`config.mk`:
```
export PLATFORM = sky130hd
export DESIGN_NAME = sreg_pipe_flat
export DESIGN_NICKNAME = d
export VERILOG_FILES = /design/src/rtl/sreg_pipe_pkg.sv /design/src/rtl/sreg_pipe_if.sv /design/src/rtl/sreg_pipe_stage.sv /design/src/rtl/sreg_pipe.sv /design/src/flat_wrapper.sv
export SDC_FILE = /design/constraint.sdc
export NUM_CORES = 1
export LEC_CHECK = 0
export CAP_MARGIN = 20
export CORE_UTILIZATION = 52
export DETAILED_ROUTE_END_ITERATION = 7
export GPL_ROUTABILITY_DRIVEN = 0
export PLACE_DENSITY_LB_ADDON = 0.25
export SETUP_SLACK_MARGIN = 0.3
export SKIP_LAST_GASP = 1
export SLEW_MARGIN = 20
export SYNTH_ARGS = -nofsm -noshare
export SYNTH_HDL_FRONTEND = slang
export SYNTH_SLANG_ARGS = --single-unit
```
`constraint.sdc`:
```
create_clock -name Clk -period 2.7 [get_ports Clk]
set_input_delay 0.54 -clock Clk [delete_from_list [all_inputs] [get_ports Clk]]
set_output_delay 0.54 -clock Clk [all_outputs]
set_load 0.01 [all_outputs]
```
`src/rtl/sreg_pipe_pkg.sv`:
```
// Shared helpers for the sreg_pipe register pipeline: count width and DEPTH legality.
package sreg_pipe_pkg;

    function automatic int clog2(input int value);
        int r;
        r = 0;
        while ((1 << r) < value) r++;
        return (r < 1) ? 1 : r;
    endfunction

    function automatic bit depth_ok(input int depth);
        return (depth >= 1) && (depth <= 64);
    endfunction

endpackage

```
`src/rtl/sreg_pipe_if.sv`:
```
// Valid/ready stream bus into and out of sreg_pipe, plus the occupancy count.
interface sreg_pipe_if #(
    parameter int DATAWIDTH = 8,
    parameter int DEPTH     = 4
) ();
    import sreg_pipe_pkg::*;

    localparam int CW = clog2(DEPTH + 1);

    logic                        InValid;
    logic signed [DATAWIDTH-1:0] InData;
    logic                        InReady;
    logic                        OutValid;
    logic signed [DATAWIDTH-1:0] OutData;
    logic                        OutReady;
    logic [CW-1:0]               Count;

    modport master (
        output InValid, InData, OutReady,
        input  InReady, OutValid, OutData, Count
    );

    modport slave (
        input  InValid, InData, OutReady,
        output InReady, OutValid, OutData, Count
    );

endinterface

```
`src/rtl/sreg_pipe_stage.sv`:
```
// One pipeline stage: signed data register and valid bit with load enable.
// Flush clears only the valid bit; the data register keeps its contents.
module sreg_stage #(
    parameter int DATAWIDTH = 8
) (
    input  logic                        Clk,
    input  logic                        Rst,
    input  logic                        Flush,
    input  logic                        Load,
    input  logic signed [DATAWIDTH-1:0] DIn,
    input  logic                        VIn,
    output logic signed [DATAWIDTH-1:0] DOut,
    output logic                        VOut
);

    always_ff @(posedge Clk or negedge Rst) begin
        if (!Rst) begin
            DOut <= '0;
            VOut <= 1'b0;
        end else if (Flush) begin
            VOut <= 1'b0;
        end else if (Load) begin
            DOut <= DIn;
            VOut <= VIn;
        end
    end

endmodule

```
`src/rtl/sreg_pipe.sv`:
```
// Elastic DEPTH-stage register pipeline with bubble collapse, flush and occupancy count.
module sreg_pipe
    import sreg_pipe_pkg::*;
#(
    parameter int DATAWIDTH = 8,
    parameter int DEPTH     = 4
) (
    input  logic       Clk,
    input  logic       Rst,
    input  logic       Flush,
    sreg_pipe_if.slave bus
);

    localparam int CW = clog2(DEPTH + 1);

    generate
        if (!depth_ok(DEPTH)) begin : g_bad_depth
            $error("sreg_pipe: DEPTH must be in 1..64");
        end
    endgenerate

    logic [DEPTH-1:0]            valid;
    logic [DEPTH-1:0]            move;
    logic [DEPTH-1:0]            load;
    logic signed [DATAWIDTH-1:0] data [DEPTH];
    logic [CW-1:0]               count;
    logic                        in_ready;
    logic                        out_valid;
    logic                        in_fire;
    logic                        out_fire;

    always_comb begin
        move            = '0;
        move[DEPTH-1]   = bus.OutReady;
        for (int k = DEPTH - 2; k >= 0; k--) begin
            move[k] = !valid[k+1] | move[k+1];
        end
    end

    // An empty stage always takes from upstream; otherwise its upstream neighbour,
    // which sees it as free, would advance and drop the beat it held.
    assign load      = move | ~valid;
    assign in_ready  = (!valid[0] | move[0]) & !Flush;
    assign out_valid = valid[DEPTH-1] & !Flush;
    assign in_fire   = bus.InValid & in_ready;
    assign out_fire  = out_valid & bus.OutReady;

    generate
        for (genvar k = 0; k < DEPTH; k++) begin : g_stage
            logic signed [DATAWIDTH-1:0] d_in;
            logic                        v_in;

            if (k == 0) begin : g_head
                assign d_in = bus.InData;
                assign v_in = bus.InValid;
            end else begin : g_body
                assign d_in = data[k-1];
                assign v_in = valid[k-1];
            end

            sreg_stage #(
                .DATAWIDTH (DATAWIDTH)
            ) u_stage (
                .Clk   (Clk),
                .Rst   (Rst),
                .Flush (Flush),
                .Load  (load[k]),
                .DIn   (d_in),
                .VIn   (v_in),
                .DOut  (data[k]),
                .VOut  (valid[k])
            );
        end
    endgenerate

    always_ff @(posedge Clk or negedge Rst) begin
        if (!Rst) begin
            count <= '0;
        end else if (Flush) begin
            count <= '0;
        end else if (in_fire && !out_fire) begin
            count <= count + CW'(1);
        end else if (out_fire && !in_fire) begin
            count <= count - CW'(1);
        end
    end

    assign bus.InReady  = in_ready;
    assign bus.OutValid = out_valid;
    assign bus.OutData  = data[DEPTH-1];
    assign bus.Count    = count;

endmodule

```
`src/flat_wrapper.sv`:
```
// flat-port wrapper written by rule: the top's interface ports become plain ports
module sreg_pipe_flat import sreg_pipe_pkg::*;
#(
    parameter int DATAWIDTH = 8,
    parameter int DEPTH     = 4
)
  (Clk, Rst, Flush, bus_InValid, bus_InData, bus_OutReady, bus_InReady, bus_OutValid, bus_OutData, bus_Count);
  sreg_pipe_if #(.DATAWIDTH(DATAWIDTH), .DEPTH(DEPTH)) bus_i ();
  input  logic Clk;
  input  logic Rst;
  input  logic Flush;
  input wire logic [$bits(bus_i.InValid)-1:0] bus_InValid;
  input wire logic [$bits(bus_i.InData)-1:0] bus_InData;
  input wire logic [$bits(bus_i.OutReady)-1:0] bus_OutReady;
  output wire logic [$bits(bus_i.InReady)-1:0] bus_InReady;
  output wire logic [$bits(bus_i.OutValid)-1:0] bus_OutValid;
  output wire logic [$bits(bus_i.OutData)-1:0] bus_OutData;
  output wire logic [$bits(bus_i.Count)-1:0] bus_Count;
  assign bus_i.InValid = bus_InValid;
  assign bus_i.InData = bus_InData;
  assign bus_i.OutReady = bus_OutReady;
  assign bus_InReady = bus_i.InReady;
  assign bus_OutValid = bus_i.OutValid;
  assign bus_OutData = bus_i.OutData;
  assign bus_Count = bus_i.Count;
  sreg_pipe #(.DATAWIDTH(DATAWIDTH), .DEPTH(DEPTH)) u_core (.Clk(Clk), .Rst(Rst), .Flush(Flush), .bus(bus_i));
endmodule
```
Word level (Yosys, flattened, before mapping)
Index checks and enable logic that the tools add are counted.

storage, ports and cells
  output and inout port bits = 13
  flip-flop bits (word level) = 39

operators by class
  multiplexer cells = 11
  bitwise logic cells = 11
  add/sub/neg operators = 2
  reductions and logical operators = 18

operators with widths
  operator                                           number
  2-to-1 mux 3 bit                                   3
  2-to-1 mux 1 bit                                   8
  AND reduction 2 bit                                4
  nonzero test 2 bit                                 4
  logical NOT 1 bit                                  7
  bitwise AND 1 bit                                  4
  NOT 4 bit                                          1
  bitwise OR 1 bit                                   4
  bitwise OR 4 bit                                   1
  adder 3 x 1 -> 3 bit (second input constant)       1
  nonzero test 3 bit                                 1
  subtractor 3 x 1 -> 3 bit (second input constant)  1
  logical AND 1 bit                                  2
  NOT 1 bit                                          1

Depth between registers and ports, before layout
Gate-level depths: netlist (run 1).

  word-level depth = 12
  gate-level depth with buffers = 8
  depth with buffers taken out = 7

By module
A second synthesis (run 1) with hierarchy kept.

second synthesis, totals
  cell total of the unflattened synthesis = 117
  area, all modules = 1809.2 um2

by module, submodules not included
  module      times used  cells each  area an instance (um2)
  sreg_stage  4           21          384.1
  sreg_pipe   1           33          272.8

Least setup slack after synthesis (run 1)
Ideal clock, no wire load.

  path type = input port to flip-flop
  start = input Flush
  end = register u_core.count[2] (netlist: u_core.bus.Count[2])
  cell stages on the path = 6
  library setup time = 0.125 ns
  arrival = 2.135 ns
  path slack = 0.441 ns
  buffers on the path = 2
  cell sequence = buf_2 clkbuf_1 nor2_1 fa_1 a221oi_1 mux2_2

between the ends
  cells in the longest elaborated chain, start to end = 7
  elaborated cells on any way between the ends = 12
  classes of those cells = mux (2); bitwise (4); reduce/logical (6)

RTL lines
  element               line                              RTL
  from (decl)           flat_wrapper.sv:11                input logic Flush;
  logical NOT 1 bit     sreg_pipe.sv:43, sreg_pipe.sv:44
  bitwise AND 1 bit     sreg_pipe.sv:44                   assign out_valid = valid[DEPTH-1] & !Flush;
  bitwise AND 1 bit     sreg_pipe.sv:46                   assign out_fire = out_valid & bus.OutReady;
  logical NOT 1 bit     sreg_pipe.sv:81                   end else if (in_fire && !out_fire) begin
  logical AND 1 bit     sreg_pipe.sv:81
  2-to-1 mux 3 bit      sreg_pipe.sv:81
  2-to-1 mux 3 bit      sreg_pipe.sv:79                   end else if (Flush) begin
  to (signal assigned)  sreg_pipe.sv:82                   count <= count + CW'(1);
  to (signal assigned)  sreg_pipe.sv:84                   count <= count - CW'(1);
  to (decl)             sreg_pipe.sv:26                   logic [CW-1:0] count;

Parallel ways exist; a longest one is shown, timed or not.
A chain may end at the register's enable or synchronous reset.

Worst setup path after layout (run 1)
  start = input bus_OutReady
  end = output bus_InReady

between the ends
  cells in the longest elaborated chain, start to end = 5

RTL lines
  element                         line                RTL
  from (decl)                     flat_wrapper.sv:14  input wire logic [$bits(bus_i.OutReady)-1:0] bus_OutReady;
  bitwise OR 1 bit (3 in series)  sreg_pipe.sv:36     move[k] = !valid[k+1] | move[k+1];
  bitwise OR 1 bit                sreg_pipe.sv:43     assign in_ready = (!valid[0] | move[0]) & !Flush;
  bitwise AND 1 bit               sreg_pipe.sv:43
  to (decl)                       flat_wrapper.sv:15  output wire logic [$bits(bus_i.InReady)-1:0] bus_InReady;

Every way passes these cells.

==> results of run 1 <==
-- Yosys cell counts, drive strengths merged --
library cell  instances
fa                    1
a21oi                 2
a211oi                2
a21o                  1
and3b                 2
dfrtp                39
nor3b                 1
and2b                 1
clkbuf                1
nor2b                 3
nor2                 12
inv                   2
a221oi                1
a21boi                1
buf                   3
mux2                 34
nand4                 1
a31oi                 3
nand2                 1
-- power by group through the flow --
stage	registers [W]	logic (W)	clock network (W)
2_1_floorplan	0.000739	0.000121	0
3_3_place_gp	0.000730	0.000250	0
3_5_place_dp	0.000735	0.000259	0
4_1_cts	0.000723	0.000259	0.000405
5_1_grt	0.000735	0.000278	0.000434
6_report	0.000722	0.000254	0.000396
-- worst min-delay path by stage --
stage	startpoint	end	slack, ns	depth (start not counted)
after floorplan	Rst	u_core.bus.Count[0]	0.24	0
after global placement	u_core.g_stage[1].u_stage.DOut[0]	u_core.g_stage[2].u_stage.DOut[0]	0.48	1
after detailed placement	u_core.g_stage[2].u_stage.DOut[2]	u_core.g_stage[2].u_stage.DOut[2]	0.49	1
after CTS	Rst	u_core.bus.Count[1]	0.30	1
after global routing	Rst	u_core.g_stage[2].u_stage.DOut[1]	0.33	1
final	Rst	u_core.bus.Count[1]	0.28	1
-- worst max-delay path, stage by stage --
cell	delay, ns
clkdlybuf4s50_1	0.53
and3b_1	0.24
a31oi_4	0.21
dlygate4sd2_1	0.29
-- cells by family (layout without fill, tap and decap cells) --
logic type	after synthesis	count (layout)	share of synthesized area, %
flops	39	39	60.3
mux	34	34	23.6
simple gates	21	21	7.03
compound gates	10	10	5.80
buf+inv	6	40	2.01
fa+ha+maj	1	1	1.24
-- routing by layer --
metal  part of all wire (%)  track usage (%)  vias up  wire (um)
li1                       -                -      454          -
met1                     45             23.1      466       1130
met2                     48             29.2       25       1200
met3                    5.5             5.36        4        137
met4                    1.0             6.12        0         25
met5                      0                0        -          0
-- registers in the layout (all words and copies together) (netlist names) --
name	cells
u_core.bus.Count	3
u_core.g_stage.u_stage.DOut	32
u_core.g_stage.u_stage.VOut	4
-- metrics by stage --
| step | setup WS (ns) | hold WS, ns | total power [W] |
|---|---|---|---|
| 2_1_floorplan | 0.441 | 0.244 | 0.000860 |
| 3_3_place_gp | 0.0886 | 0.483 | 0.000980 |
| 3_5_place_dp | 0.0830 | 0.492 | 0.000995 |
| 4_1_cts | 0.338 | 0.305 | 0.00139 |
| 5_1_grt | 0.305 | 0.332 | 0.00145 |
| 6_report | 0.350 | 0.277 | 0.00137 |
-- layout make-up --
type / instances / share of cell area, %
clock buffer: 6 / 2.57
clock inverter: 2 / 1.75
inverter: 2 / 0.375
multi-input combinational: 66 / 30.5
sequential: 39 / 48.8
tap: 31 / 1.94
timing repair buffer: 30 / 14.0
-- timing repair --
action | 4_1_cts | 5_1_grt
hold buffers | 0 | 0
endpoints found under the hold margin | 0 | 0
endpoints found under the setup margin | 2 | 0
resized for setup | 2 | 0
==> flow_metrics.env, run 1 <==
export IMPL_final_cell_mix="dfrtp_1 (39), mux2_2 (34), clkdlybuf4s50_1 (22), nor2_1 (10)"
export IMPL_synth_seq_cells=39
export IMPL_multi_input_area_sq_um=611
export IMPL_setup_viol=0
export IMPL_via_per_inst=5.39
export IMPL_synthCells=111
export IMPL_max_clock_path_buffers=2
export IMPL_clk_insertion_delay_late_ns=0.34
export IMPL_place_hpwl_um=1800
export IMPL_cts_sinks=39
export IMPL_p_leak_nw=0.867
export IMPL_post_cts_buffers=0
export IMPL_synth_area_sq_um=1620
export IMPL_worstMarginPinSlew_ns=0.811
export IMPL_place_inst=168
export IMPL_status="complete, but fails checks"
export IMPL_dr_first_iter_drc_count=9
export IMPL_ir_drop_uv=476
export IMPL_ff2ff_path_depth=6
export IMPL_reg2reg_to="u_core.bus.Count[2]"
export IMPL_coreArea_sq_um=2850
export IMPL_fin_crit_sh_pct=87.0
export IMPL_numCtsBuffers=5
export IMPL_drc_errors=1
export IMPL_drv_slew=0
export IMPL_grt_overflow_total=0
export IMPL_dieArea_sq_um=3340
export IMPL_initial_core_util_pct=56.8
export IMPL_die_x_um=57.8
export IMPL_crit_required_ns=2.16
export IMPL_final_setup_tns_ns=0
export IMPL_grt_pass1_wl_um=4460
export IMPL_endpoint="bus_InReady"
export IMPL_synth_area_leader_cell="dfrtp_1"
export IMPL_wire_per_inst_um=14.2
export IMPL_avgSynthCellArea_sq_um=14.6
export IMPL_fill_cells=221
export IMPL_hold_class="in -> async"
export IMPL_swShare_pct=23.0
export IMPL_final_common_cell="dfrtp_1"
export IMPL_synth_sequential_area_ratio_pct=60.3
export IMPL_io_pins=26
export IMPL_fin_util_pct=70.1
export IMPL_intPower_w=0.00106
export IMPL_maxSlewHeadroom_pct=45.9
export IMPL_netlist_top_cells_area="dfrtp_1 (60%), mux2_2 (24%), nor2_1 (2.3%)"
export IMPL_critPathCaptureType="output pin"
export IMPL_die_h_um=57.8
export IMPL_grt_pass1_vias=990
export IMPL_areaGrowthSynthToFinish_pct=23.5
export IMPL_timing_rr_start="u_core.g_stage[1].u_stage.VOut"
export IMPL_grt_setup_unrepaired="false"
export IMPL_cts_root_buffer="clkbuf_4"
export IMPL_worstSetupPathType="in -> out"
export IMPL_cap_violations=0
export IMPL_fin_crit_ns=2.35
export IMPL_yosys_warnings=0
export IMPL_layout_cells_non_filler=176
export IMPL_worstPathArrival_ns=1.81
export IMPL_rows=19
export IMPL_wirelength_um=2490
export IMPL_vias=949
export IMPL_crit_path_start="bus_OutReady"
export IMPL_synth_distinct_cells=24
export IMPL_path_clk_slew_ns=0.11
export IMPL_track_usage_pct=18.0
export IMPL_fmax_mhz=426
export IMPL_hold_viol_final=0
export IMPL_antenna_found_initial=0
export IMPL_crit_fanout=5
export IMPL_n_antenna_cell=0
export IMPL_pwr_share_seq_pct=52.6
export IMPL_power_density_nw_per_um2=686
export IMPL_nNetsFinal=158
export IMPL_drive_gt1_share_pct=37.2
export IMPL_syn_num_nets=125
export IMPL_switchingPower_w=0.000316
export IMPL_cts_tree="done"
export IMPL_ant_nets=0
export IMPL_finalClockSkew_ns=0.0133
export IMPL_io_buffers=25
export IMPL_synth_top_cell_area_share_pct=60.3
export IMPL_critPathLaunchType="input port"
export IMPL_violations="DRC"
export IMPL_seq_area_sq_um=976
export IMPL_grt_max_degree=40
export IMPL_reg2reg_slack_ns=0.62
export IMPL_p_comb_share_pct=18.5
export IMPL_h_tree_depth=2
export IMPL_dpl_instance_area_sq_um=1920
export IMPL_drtPass1Iterations=6
export IMPL_clkPwrFrac_pct=28.8
export IMPL_finalInstanceArea_sq_um=2000
No activity file was read; power rests on OpenSTA's default activity.
==> run 2: changes to the inputs <==
--- a/config.mk
+++ b/config.mk
@@ -7,10 +7,10 @@
 export LEC_CHECK = 0
 export CAP_MARGIN = 20
 export CORE_UTILIZATION = 52
+export CTS_CLUSTER_SIZE = 10
 export DETAILED_ROUTE_END_ITERATION = 7
 export GPL_ROUTABILITY_DRIVEN = 0
 export PLACE_DENSITY_LB_ADDON = 0.25
-export SETUP_SLACK_MARGIN = 0.3
 export SKIP_LAST_GASP = 1
 export SLEW_MARGIN = 20
 export SYNTH_ARGS = -nofsm -noshare
==> run 2 against run 1 <==
  * The flow still finishes with violations (DRC)
  * Largest power group unchanged
  * Sequential share of layout area is 0.061 points lower
  * Critical endpoint unchanged
  * Sequential cell count is the same
  * Clock skew unchanged
  * Count of clock-buffer cells in the layout is the same
  * Highest routed layer unchanged
==> flow_metrics.env, run 2 (same netlist as run 1, synthesis figures left out) <==
export IMPL_status="complete, but fails checks"
export IMPL_violations="DRC"
export IMPL_wirelength_um=2490
export IMPL_crit_chain="clkdlybuf4s50_1 -> and3b_1 -> a31oi_4 -> clkdlybuf4s50_1"
export IMPL_slowest_stage="clkdlybuf4s50_1"
export IMPL_cts_root_buffer="clkbuf_4"
export IMPL_crit_path_start="bus_OutReady"
export IMPL_dr_first_iter_drc_count=9
export IMPL_ant_nets=0
export IMPL_fin_crit_ns=2.63
export IMPL_track_usage_pct=18.0
export IMPL_rows=19
export IMPL_final_setup_tns_ns=0
export IMPL_via_per_inst=5.39
export IMPL_largest_reg_flops=32
export IMPL_numCtsBuffers=5
export IMPL_worstPathArrival_ns=2.09
export IMPL_cts_resized_gates=0
export IMPL_worstMarginPinSlew_ns=0.810
export IMPL_ctsHoldBuffers=0
export IMPL_antenna_found_initial=0
export IMPL_crit_required_ns=2.16
export IMPL_drv_slew=0
export IMPL_wire_per_inst_um=14.2
export IMPL_cp_num_buf_inv=2
export IMPL_cts_sinks=39
export IMPL_place_hpwl_um=1800
export IMPL_cts_tree="done"
export IMPL_vias=949
export IMPL_max_stage_delay_ns=0.57
export IMPL_timing_rr_start="u_core.g_stage[1].u_stage.VOut"
export IMPL_grt_setup_unrepaired="false"
export IMPL_die_x_um=57.8
export IMPL_critPathLaunchType="input port"
export IMPL_io_pins=26
export IMPL_dieArea_sq_um=3340
export IMPL_dpl_instance_area_sq_um=1920
export IMPL_die_h_um=57.8
export IMPL_ir_drop_uv=478
export IMPL_drtPass1Iterations=6
export IMPL_n_antenna_cell=0
export IMPL_hold_class="in -> async"
export IMPL_clk_insertion_delay_late_ns=0.34
export IMPL_coreArea_sq_um=2850
export IMPL_critPathCaptureType="output pin"
export IMPL_grt_overflow_total=0
export IMPL_drc_errors=1
export IMPL_io_buffers=25
export IMPL_finalClockSkew_ns=0.0133
export IMPL_initial_core_util_pct=56.8
export IMPL_max_clock_path_buffers=2
export IMPL_largest_register="u_core.g_stage.u_stage.DOut"
export IMPL_h_tree_depth=2
export IMPL_setup_viol=0
export IMPL_grt_max_degree=40
export IMPL_path_common_cell="clkdlybuf4s50_1"
export IMPL_fmax_mhz=381
export IMPL_cap_violations=0
export IMPL_grt_pass1_wl_um=4460
export IMPL_crit_family="buffers and inverters"
export IMPL_crit_fanout=5
export IMPL_drive_gt1_share_pct=37.2
export IMPL_areaGrowthSynthToFinish_pct=23.6
export IMPL_p_leak_nw=0.864
export IMPL_post_cts_buffers=0
export IMPL_power_density_nw_per_um2=686
export IMPL_hold_viol_final=0
export IMPL_fin_crit_sh_pct=97.3
export IMPL_final_common_cell="dfrtp_1"
export IMPL_worstSetupPathType="in -> out"
export IMPL_fill_cells=219
export IMPL_nNetsFinal=158
export IMPL_final_cell_mix="dfrtp_1 (39), mux2_2 (34), clkdlybuf4s50_1 (24), nor2_1 (10)"
export IMPL_path_clk_slew_ns=0.11
export IMPL_grt_pass1_vias=990
export IMPL_finalInstanceArea_sq_um=2000
export IMPL_maxSlewHeadroom_pct=46.0
-- run 2: final timing paths --
path / end / slack (ns) / depth (start not counted)
min: u_core.bus.Count[1] / 0.28 / 1
max: bus_InReady / 0.07 / 4
max reg2reg: u_core.bus.Count[2] / 0.62 / 6
min reg2reg: u_core.g_stage[1].u_stage.DOut[5] / 0.51 / 1
min in group Clk: u_core.g_stage[1].u_stage.DOut[5] / 0.51 / 1
max in group asynchronous: u_core.g_stage[3].u_stage.DOut[2] / 1.90 / 1
-- run 2: area by class of cell --
class / count / area [sq um] / area share (%)
timing repair buffer: 30 / 283 / 14.1
multi-input combinational: 66 / 611 / 30.5
clock inverter: 2 / 35.0 / 1.75
sequential: 39 / 976 / 48.8
clock buffer: 6 / 51.3 / 2.56
inverter: 2 / 7.51 / 0.375
tap: 31 / 38.8 / 1.94
-- run 2: through the flow --
step | instances | power (W) | util (%) | hold slack, ns | setup slack (ns)
floorplan | 111 | 0.000860 | - | 0.244 | 0.441
global placement | 168 | 0.000980 | 67.1 | 0.483 | 0.0886
detailed placement | 168 | 0.000995 | 67.1 | 0.492 | 0.0830
CTS | 176 | 0.00139 | 70.2 | 0.305 | 0.0593
global route | 176 | 0.00145 | 70.2 | 0.332 | 0.0263
finish | 176 | 0.00137 | 70.2 | 0.276 | 0.0724
-- run 2: routing by layer --
metal	vias to the layer above	global-route usage, %	part of all wire [%]
met3	4	5.36	5.5
met5	-	0	0
li1	454	-	-
met1	466	23.1	45
met2	25	29.2	48
met4	0	6.12	1.0
-- run 2: report_power, final --
group,switching [W],total [W],internal (W)
Sequential,0.0000477,0.000722,0.000674
Clock,0.000177,0.000396,0.000219
Combinational,0.0000915,0.000255,0.000164
Total,0.000316,0.00137,0.00106
